**src/rtl/xadc_seq_pkg.sv**
```systemverilog
// Shared constants for the XADC sample sequencer: DRP configuration table,
// channel result addresses and FSM state encodings.
package xadc_seq_pkg;

    localparam int NUM_CFG = 3;

    typedef logic [2:0] state_t;

    localparam state_t ST_CFG_WR      = 3'd0;
    localparam state_t ST_CFG_WAIT    = 3'd1;
    localparam state_t ST_IDLE        = 3'd2;
    localparam state_t ST_RD_REQ      = 3'd3;
    localparam state_t ST_RD_WAIT     = 3'd4;
    localparam state_t ST_CFG_RB_REQ  = 3'd5;
    localparam state_t ST_CFG_RB_WAIT = 3'd6;

    // 0x40 config0: 16-sample averaging; 0x41 config1: continuous sequence;
    // 0x49 sequence select: VAUX3 and VAUX11.
    function automatic logic [6:0] cfg_addr(input int idx);
        case (idx)
            0:       return 7'h40;
            1:       return 7'h41;
            2:       return 7'h49;
            default: return 7'h00;
        endcase
    endfunction

    function automatic logic [15:0] cfg_data(input int idx);
        case (idx)
            0:       return 16'h1000;
            1:       return 16'h2000;
            2:       return 16'h0808;
            default: return 16'h0000;
        endcase
    endfunction

    // Result registers: VP/VN, VAUX3, VAUX11, on-chip temperature.
    function automatic logic [6:0] ch_addr(input int idx);
        case (idx)
            0:       return 7'h03;
            1:       return 7'h13;
            2:       return 7'h1B;
            default: return 7'h00;
        endcase
    endfunction

endpackage

```
**src/rtl/xadc_sample_sequencer.sv**
```systemverilog
// Configures the XADC over DRP, then reads NUM_CH result registers per EOC.
// Optional macro XADC_SEQ_READBACK_EN adds a verify read after each config write.
module xadc_sample_sequencer
    import xadc_seq_pkg::*;
#(
    parameter int NUM_CH     = 2,
    parameter int TIMEOUT    = 64,
    parameter int OUT_SIGNED = 1
) (
    input  logic        clk,
    input  logic        rst,
    input  logic        eoc,
    output logic        rd_req,
    output logic        wr_en,
    output logic [6:0]  addr,
    output logic [15:0] wr_data,
    input  logic        rd_data_rdy,
    input  logic [15:0] rd_data,
    output logic        sample_valid,
    output logic [1:0]  sample_ch,
    output logic [11:0] sample_data,
    output logic        cfg_done,
    output logic        timeout_err,
    output logic        overrun,
    output logic        cfg_err
);

    localparam int TW = (TIMEOUT > 1) ? $clog2(TIMEOUT) : 1;
    localparam int IW = (NUM_CFG > 1) ? $clog2(NUM_CFG) : 1;
    localparam logic [TW-1:0] T_LAST    = TW'(TIMEOUT - 1);
    localparam logic [IW-1:0] CFG_LAST  = IW'(NUM_CFG - 1);
    localparam logic [1:0]    CH_LAST   = 2'(NUM_CH - 1);
    localparam logic          SIGN_FLIP = (OUT_SIGNED != 0);

    state_t          state;
    logic            armed;
    logic [IW-1:0]   cfg_idx;
    logic [1:0]      ch;
    logic [TW-1:0]   tcount;
    logic            pending;
    logic            in_wait;
    logic            ack;
    logic            expired;
    logic            unused_bits;

    assign unused_bits = ^rd_data[3:0];

`ifdef XADC_SEQ_READBACK_EN
    assign in_wait = (state == ST_CFG_WAIT) || (state == ST_RD_WAIT) ||
                     (state == ST_CFG_RB_WAIT);
`else
    assign in_wait = (state == ST_CFG_WAIT) || (state == ST_RD_WAIT);
`endif
    assign ack     = in_wait && rd_data_rdy;
    assign expired = in_wait && !rd_data_rdy && (tcount == T_LAST);

    // Requests decode straight from state so each lasts exactly one cycle;
    // armed holds them off for the first cycle after reset.
    // NOTE: every always_comb output gets a default first, so no latch is inferred.
    always_comb begin
        rd_req  = 1'b0;
        wr_en   = 1'b0;
        addr    = 7'h00;
        wr_data = 16'h0000;
        if (armed) begin
            case (state)
                ST_CFG_WR: begin
                    wr_en   = 1'b1;
                    addr    = cfg_addr(int'(cfg_idx));
                    wr_data = cfg_data(int'(cfg_idx));
                end
                ST_RD_REQ: begin
                    rd_req = 1'b1;
                    addr   = ch_addr(int'(ch));
                end
`ifdef XADC_SEQ_READBACK_EN
                ST_CFG_RB_REQ: begin
                    rd_req = 1'b1;
                    addr   = cfg_addr(int'(cfg_idx));
                end
`endif
                default: ;
            endcase
        end
    end

    // NOTE: sequential state uses non-blocking assignments only, so every
    // register sees pre-edge values regardless of statement order.
    always_ff @(posedge clk) begin
        if (rst) begin
            state        <= ST_CFG_WR;
            armed        <= 1'b0;
            cfg_idx      <= '0;
            ch           <= 2'd0;
            tcount       <= '0;
            pending      <= 1'b0;
            cfg_done     <= 1'b0;
            timeout_err  <= 1'b0;
            overrun      <= 1'b0;
            sample_valid <= 1'b0;
            sample_ch    <= 2'd0;
            sample_data  <= 12'h000;
`ifdef XADC_SEQ_READBACK_EN
            cfg_err      <= 1'b0;
`endif
        end else begin
            armed        <= 1'b1;
            sample_valid <= 1'b0;
            if (in_wait)
                tcount <= tcount + 1'b1;
            if (expired)
                timeout_err <= 1'b1;

            // IDLE consumes eoc itself; elsewhere it is queued one deep.
            if (eoc && state != ST_IDLE) begin
                if (pending)
                    overrun <= 1'b1;
                else
                    pending <= 1'b1;
            end

            case (state)
                ST_CFG_WR: begin
                    if (armed) begin
                        state  <= ST_CFG_WAIT;
                        tcount <= '0;
                    end
                end
                ST_CFG_WAIT: begin
                    if (ack || expired) begin
`ifdef XADC_SEQ_READBACK_EN
                        state <= ST_CFG_RB_REQ;
`else
                        if (cfg_idx == CFG_LAST) begin
                            cfg_done <= 1'b1;
                            state    <= ST_IDLE;
                        end else begin
                            cfg_idx <= cfg_idx + 1'b1;
                            state   <= ST_CFG_WR;
                        end
`endif
                    end
                end
`ifdef XADC_SEQ_READBACK_EN
                ST_CFG_RB_REQ: begin
                    state  <= ST_CFG_RB_WAIT;
                    tcount <= '0;
                end
                ST_CFG_RB_WAIT: begin
                    if (ack || expired) begin
                        if (ack && rd_data != cfg_data(int'(cfg_idx)))
                            cfg_err <= 1'b1;
                        if (cfg_idx == CFG_LAST) begin
                            cfg_done <= 1'b1;
                            state    <= ST_IDLE;
                        end else begin
                            cfg_idx <= cfg_idx + 1'b1;
                            state   <= ST_CFG_WR;
                        end
                    end
                end
`endif
                ST_IDLE: begin
                    if (eoc || pending) begin
                        pending <= 1'b0;
                        ch      <= 2'd0;
                        state   <= ST_RD_REQ;
                    end
                end
                ST_RD_REQ: begin
                    state  <= ST_RD_WAIT;
                    tcount <= '0;
                end
                ST_RD_WAIT: begin
                    if (ack || expired) begin
                        if (ack) begin
                            sample_valid <= 1'b1;
                            sample_ch    <= ch;
                            sample_data  <= {rd_data[15] ^ SIGN_FLIP, rd_data[14:4]};
                        end
                        if (ch == CH_LAST) begin
                            state <= ST_IDLE;
                        end else begin
                            ch    <= ch + 1'b1;
                            state <= ST_RD_REQ;
                        end
                    end
                end
                default: state <= ST_CFG_WR;
            endcase
        end
    end

`ifndef XADC_SEQ_READBACK_EN
    assign cfg_err = 1'b0;
`endif

endmodule

```
**config.mk**
```make
export PLATFORM = sky130hd
export DESIGN_NAME = xadc_sample_sequencer
export DESIGN_NICKNAME = d
export VERILOG_FILES = /design/src/rtl/xadc_seq_pkg.sv /design/src/rtl/xadc_sample_sequencer.sv
export SDC_FILE = /design/constraint.sdc
export NUM_CORES = 1
export LEC_CHECK = 0
export CAP_MARGIN = 20
export CORE_MARGIN = 1
export CORE_UTILIZATION = 29
export CTS_CLUSTER_SIZE = 40
export DETAILED_ROUTE_END_ITERATION = 10
export GPL_TIMING_DRIVEN = 0
export RECOVER_POWER = 25
export SYNTH_ARGS = -nofsm -noshare
export SYNTH_HDL_FRONTEND = slang
export SYNTH_SLANG_ARGS = --single-unit
```
**constraint.sdc**
```tcl
create_clock -name clk -period 1.93 [get_ports clk]
set_input_delay 0.193 -clock clk [delete_from_list [all_inputs] [get_ports clk]]
set_output_delay 0.193 -clock clk [all_outputs]
set_load 0.1 [all_outputs]
```
==> metrics.md, run 1 <==
| Metric | Value |
|---|---|
| Gate power share | 0.227 |
| Clk pin slew, worst setup/hold paths | around 0.070 ns |
| Hold slack | 0.371 ns |
| Fmax | 541 MHz |
| Global placement routability congestion | between 0.7 and 0.8 |
| HP Class | input port to register |
| Switching portion of total power | 0.340 |
| Worst R2R Setup Slack | roughly 0.17 ns |
| Worst Setup Path Type | register to primary output |
| Slew @ Worst Pin | between 0.9 and 1 ns |
| Final net count | about 300 |
| Clk buf depth | 2 |
| Number of fill cells | 589 |
| R2R depth | 4 |
| # port buffers | between 40 and 50 |
| Via count | between 1500 and 2000 |
| DIE AREA | ~6200 um2 |
| H-tree levels | 2 |
| Critical path's slowest cell | dfxtp_1 |
| Setup Skew | approximately 0.0028 ns |
| Hold EP | state[0] |
| Via density per instance | 4.44 |
| Reg2Reg Capture Point | cfg_idx[0] |
| Total Power | ~1.6 mW |
| Setup crit start kind | register |
| Max_slew headroom | 0.352 |
| Mean Syn Cell Area | 8.44 um2 |
| Sw Pwr | between 0.5 and 0.6 mW |
| Final Setup Violations | 0 |
| Non-filler cells, final | 340 |
| Max-cap violation count | 0 |
| Ant. Diodes | 0 |
| Hold buffer count at cts | 0 |
| Maximum vdd drop | roughly 0.26 mV |
| Worst-Skew Late Latency | approximately 0.29 ns |
| RSZ-0062 raised after global routing | false |
| Row cnt | 27 |
| Cell Pwr Density | approximately 660 nW/um2 |
| Inst Count DP | between 300 and 400 |
| Mapped Cells | 203 |
| Setup repair bufs after CTS | 0 |
| Root Driver | clkbuf_8 |
| Top cell by count, worst path | buf_6 |
| Fraction of layout cells with a size suffix above 1 | 0.205 |
| Starting Density | 0.306 |
| Post-Syn Area | around 1700 um2 |
| Total GRT Usage | 0.129 |
| Final Cycle Share | 0.958 |
| Critical Path Fanout Max | 10 |
| Cell Chain, Critical Path | buf_6, nand2b_4, or2_1, nor2_4, a21o_2, buf_6 |
| GR Overflow Total | 0 |
| Yosys reg bits | 33 |
| Final hold vios | 0 |
| Dpl hpwl | 2900 um |
| Drc violations | 0 |
| Synth warn | 0 |
| Sequential power share | 0.448 |
| Routed WL per cell | around 11 um |
| CTS tree | done |
| Period minus WS final | approximately 1.8 ns |
| Ports | 64 |
| Pleak | ~1.0 nW |
| Clock tree sinks | 33 |
| Final wirelength | roughly 3900 um |
| RR Startpoint | tcount[0] |
| CP endpoint kind | primary output |
| Synth cell types | between 40 and 50 |
| Detail Route Antenna Nets | 0 |
| Crit path DAT | 1.66 ns |
| Vias in the first global route | about 1300 |
| Largest net degree at the start of global routing | 11 |
| Initial DRC count | 77 |
| Worst Hold Path Cells | 2 |
| P_int | 1.03 mW |
| Dominant synthesized flop cell | dfxtp_1 |
| Core outline area | between 5000 and 6000 um2 |
| CTS Buf Count | 5 |
| Hold Startpoint | rst |
| Clk pwr share | 0.325 |
| Number of synthesized flops with an enable pin | 0 |
| Fraction of registers with async set/reset | 0 |
| Run status | complete, no violations |
| Max-slew violation count | 0 |
| Die width | 78.9 um |
| Max stage delay on crit path | between 0.3 and 0.4 ns |
| Post-synthesis sequential area ratio | 0.385 |
| First-pass DRT Iterations | 4 |
| Worst endpoint required time | 1.74 ns |
| First-pass GRT wire length | between 6000 and 7000 um |
| Die Height | approximately 80 um |
| Area grow syn2layout | 38.1% |
| Initial antenna violation count | 0 |
| Final design utilization | 0.422 |
[cell type report]
class	instances	area, um2	area share
clock inverters	2	10.0	0.00423
repair buffers	43	389	0.164
flip-flops and latches	33	662	0.280
clock buffers	6	72.6	0.0307
multi-input cells	152	920	0.388
inverters	6	22.5	0.00951
plain buffers	26	201	0.0851
well taps	72	90.1	0.0381
[through the flow]
step | worst slack (ns) | setup TNS [ns] | instance area (um2)
global placement | -0.592 | -5.38 | 2350
detailed placement | -0.588 | -5.44 | 2350
floorplan | -0.453 | -1.75 | 1830
global route | 0.00257 | 0 | 2370
CTS | -0.0190 | -0.0363 | 2400
finish | 0.0802 | 0 | 2370
[cells in the mapped netlist, drive strengths merged, types with 2 or more instances]
cell type | instances | area [um2]
nand2 | 36 | 135
dfxtp | 33 | 661
buf | 22 | 165
a21oi | 20 | 100
nor2 | 19 | 71.3
ha | 9 | 113
inv | 6 | 22.5
o21ai | 5 | 25.0
xnor2 | 5 | 51.3
and2 | 4 | 25.0
clkbuf | 4 | 15.0
nand2b | 4 | 25.0
nand3 | 4 | 20.0
a211oi | 3 | 22.5
nand3b | 3 | 22.5
nor3 | 3 | 36.3
nor3b | 3 | 32.5
nor4 | 3 | 25.0
a31oi | 2 | 27.5
o22ai | 2 | 12.5
[worst max-delay path, delay by kind of cell (launching register included)]
family / cells / cell delay [ns]
flops: 1 / 0.32
compound gates: 1 / 0.10
simple gates: 3 / 0.59
buf+inv: 2 / 0.35
[flip-flops by register name, indices dropped and copies added (netlist names)]
| signal | flops |
|---|---|
| armed | 1 |
| cfg_done | 1 |
| cfg_idx | 2 |
| ch | 2 |
| overrun | 1 |
| pending | 1 |
| sample_ch | 2 |
| sample_data | 12 |
| sample_valid | 1 |
| state | 3 |
| tcount | 6 |
| timeout_err | 1 |
[timing repair]
action                     in CTS  in global routing
resized for setup              86                  2
hold endpoints to repair        0                  0
setup endpoints to repair      29                  8
pin swaps                       0                  1
[power by group through the flow]
stage	Clock, mW	Sequential, mW	Combinational (mW)
2_1_floorplan	0	0.725	0.285
3_3_place_gp	0	0.715	0.361
3_5_place_dp	0	0.716	0.362
4_1_cts	0.518	0.700	0.359
5_1_grt	0.556	0.701	0.371
6_report	0.507	0.700	0.356
[how the worst max path moves through the flow]
stage,cells after the start,startpoint,end
5_1_grt,6,state[2],addr[0]
6_report,6,state[2],addr[0]
3_5_place_dp,6,state[1],addr[0]
3_3_place_gp,5,state[1],addr[3]
4_1_cts,5,state[1],addr[3]
2_1_floorplan,5,state[2],wr_data[11]
[cell usage in the layout, fill, tap and decap left out, types with 3 or more instances in the layout]
cell type,instances
clkdlybuf4s50_1,14
nand3b_1,3
o21ai_0,5
nand2_1,36
a21oi_1,19
buf_4,22
nand3_1,4
xnor2_1,4
conb_1,15
dlygate4sd2_1,18
nand2b_1,3
clkbuf_1,6
inv_1,6
a211oi_1,3
dfxtp_1,32
nor2_1,17
ha_1,9
buf_6,7
clkbuf_8,5
[layer usage]
metal | up-vias | GRT usage | part of all wire
met5 | - | 0 | 0
met1 | 689 | 0.166 | 0.46
met2 | 39 | 0.197 | 0.48
li1 | 775 | - | -
met3 | 6 | 0.0437 | 0.049
met4 | 0 | 0.0545 | 0.016
[cells by family after synthesis]
| group | after synthesis | share of synthesized area |
|---|---|---|
| compound gates | 39 | 0.143 |
| xor+xnor | 5 | 0.0299 |
| fa+ha+maj | 9 | 0.0657 |
| buf+inv | 32 | 0.118 |
| flops | 33 | 0.385 |
| mux | 2 | 0.0124 |
| other cells | 1 | 0.00219 |
| simple gates | 82 | 0.243 |
(Power assumes the default switching activity.)
==> inputs of run 2 (changes only) <==
CORE_MARGIN = 4   (was 1)
CTS_CLUSTER_SIZE = 16   (was 40)
==> run 2 against run 1 <==
Compared with the run above: wire length is 5.7% higher; clock skew rose by 0.0032 ns; design area grew 2.5%; utilization is 1.1 points higher; sequential power barely moved; hold slack improved by 0.0096 ns; global-route usage decreased by 1.7 points; sequential share of layout area shrank 0.69 points; cell count unchanged; fmax is 1.2% higher; flip-flop and latch count unchanged; largest power group is now the clock network; highest routed layer unchanged.
==> metrics.md, run 2 (same netlist as run 1, synthesis figures left out) <==
| Metric | Value |
|---|---|
| Maximum vdd drop | around 0.34 mV |
| Global placement routability congestion | between 0.7 and 0.8 |
| Die width | between 80 and 90 um |
| Final Setup Violations | 0 |
| Max_slew headroom | 0.348 |
| CTS tree | done |
| H-tree levels | 2 |
| Fin Setup TNS | 0 ns |
| Area grow syn2layout | 41.6% |
| Hold buffer count at cts | 0 |
| Largest net degree at the start of global routing | 12 |
| Cell Pwr Density | around 760 nW/um2 |
| Ant. Diodes | 0 |
| Row cnt | 27 |
| Reg2Reg Capture Point | cfg_idx[0] |
| Hold EP | state[0] |
| Routed WL per cell | between 10 and 15 um |
| Clk pin slew, worst setup/hold paths | 0.07 ns |
| Initial DRC count | 91 |
| Worst endpoint required time | approximately 1.7 ns |
| Run status | complete, no violations |
| Largest registers | sample_data x12, tcount x6, state x3 |
| Drc violations | 0 |
| # port buffers | between 40 and 50 |
| Worst-Skew Late Latency | roughly 0.28 ns |
| Vias in the first global route | around 1300 |
| DIE AREA | between 7000 and 8000 um2 |
| Top cell family by delay on the critical path | simple AND/OR/NAND/NOR gates |
| Hold Startpoint | rst |
| Largest Register | sample_data |
| Slew @ Worst Pin | a little under 1 ns |
| Final Cycle Share | 0.947 |
| Core outline area | about 5600 um2 |
| Clock tree sinks | 33 |
| Max stage delay on crit path | about 0.32 ns |
| Max reg flops | 12 |
| Setup crit start kind | register |
| Worst Setup Path Type | register to primary output |
| Die Height | about 85 um |
| Final net count | 296 |
| Post-route cell area | around 2400 um2 |
| Dpl hpwl | a little over 3000 um |
| Commonest non-fill, non-tap cell in the layout | nand2_1 |
| Non-filler cells, final | between 300 and 400 |
| CP endpoint kind | primary output |
| First-pass DRT Iterations | 5 |
| GR Overflow Total | 0 |
| First-pass GRT wire length | around 6700 um |
| Most frequent cells in the layout | 36 x nand2_1, 32 x dfxtp_1, 23 x buf_4 |
| Total GRT Usage | 0.113 |
| Ports | 64 |
| Inst Count DP | around 330 |
| Placed Instance Area | between 2000 and 2500 um2 |
| Final hold vios | 0 |
| Max-slew violation count | 0 |
| Critical path's slowest cell | dfxtp_1 |
| Worst R2R Setup Slack | slightly above 0.3 ns |
| HP Class | input port to register |
| Pleak | between 1 and 1.5 nW |
| RR Startpoint | tcount[0] |
| Critical Path Fanout Max | 10 |
| Via density per instance | between 4 and 5 |
| Max-cap violation count | 0 |
| RSZ-0062 raised after global routing | false |
| Final wirelength | 4080 um |
| Detail Route Antenna Nets | 0 |
| Crit path DAT | ~1.6 ns |
| Fmax | roughly 550 MHz |
| Fraction of layout cells with a size suffix above 1 | 0.209 |
| Total Power | 1.84 mW |
| Clk buf depth | 2 |
| Via count | between 1000 and 1500 |
| Worst Hold Path Cells | 2 |
| Starting Density | 0.306 |
| R2R depth | 4 |
| Setup Skew | 0.00603 ns |
| Cell Chain, Critical Path | buf_6, nand2b_4, or2_1, nor2_4, a21o_2, buf_8 |
| Hold slack | around 0.38 ns |
| Root Driver | clkbuf_8 |
| Initial antenna violation count | 0 |
| CTS Buf Count | 5 |
| Buffers and inverters on the worst path | 2 |
| Period minus WS final | 1.83 ns |
==> run 2: report_power, final <==
part / total [mW] / switching, mW / internal, mW
clock network: 0.779 / 0.266 / 0.513
logic: 0.356 / 0.265 / 0.0905
registers: 0.700 / 0.00895 / 0.691
total: 1.84 / 0.540 / 1.29
==> run 2: how the worst max path moves through the flow <==
stage,slack (ns),startpoint,depth (start not counted),end
after floorplan,-0.45,state[2],5,wr_data[11]
after global placement,-0.59,state[1],5,addr[3]
after detailed placement,-0.59,state[1],5,addr[3]
after CTS,0.0008,state[1],6,addr[0]
after global routing,0.01,state[2],6,addr[0]
final,0.10,state[2],6,addr[0]
==> run 2: final cells by class <==
class / count / area, um2
fillers: 595 / 3180
multi-input cells: 152 / 918
flip-flops and latches: 33 / 662
repair buffers: 43 / 397
plain buffers: 26 / 204
well taps: 72 / 90.1
clock buffers: 5 / 68.8
clock inverters: 3 / 65.1
inverters: 6 / 22.5
==> run 2: what timing repair did <==
item	4_1_cts	5_1_grt
buffers inserted	0	0
gates resized for setup	86	4
pin swaps	0	1
setup endpoints to repair	28	10
==> run 2: metal layers <==
layer,global-route usage,up-vias,share of wire
li1,-,775,-
met1,0.147,661,0.47
met2,0.181,31,0.48
met3,0.0301,2,0.048
met4,0.0345,0,0.0071
met5,0,-,0
==> run 2: through the flow <==
stage	utilization	setup slack (ns)
6_report	0.433	0.103
5_1_grt	0.433	0.0143
4_1_cts	0.437	0.000791
3_5_place_dp	0.420	-0.593
3_3_place_gp	0.420	-0.591
2_1_floorplan	-	-0.453
==> run 2: worst reg2reg max path, delay by kind of cell (launching register included) <==
| kind | cells | cell delay (ns) |
|---|---|---|
| flops | 1 | 0.37 |
| mux | 1 | 0.36 |
| simple gates | 1 | 0.31 |
| fa+ha+maj | 1 | 0.26 |
| compound gates | 1 | 0.22 |
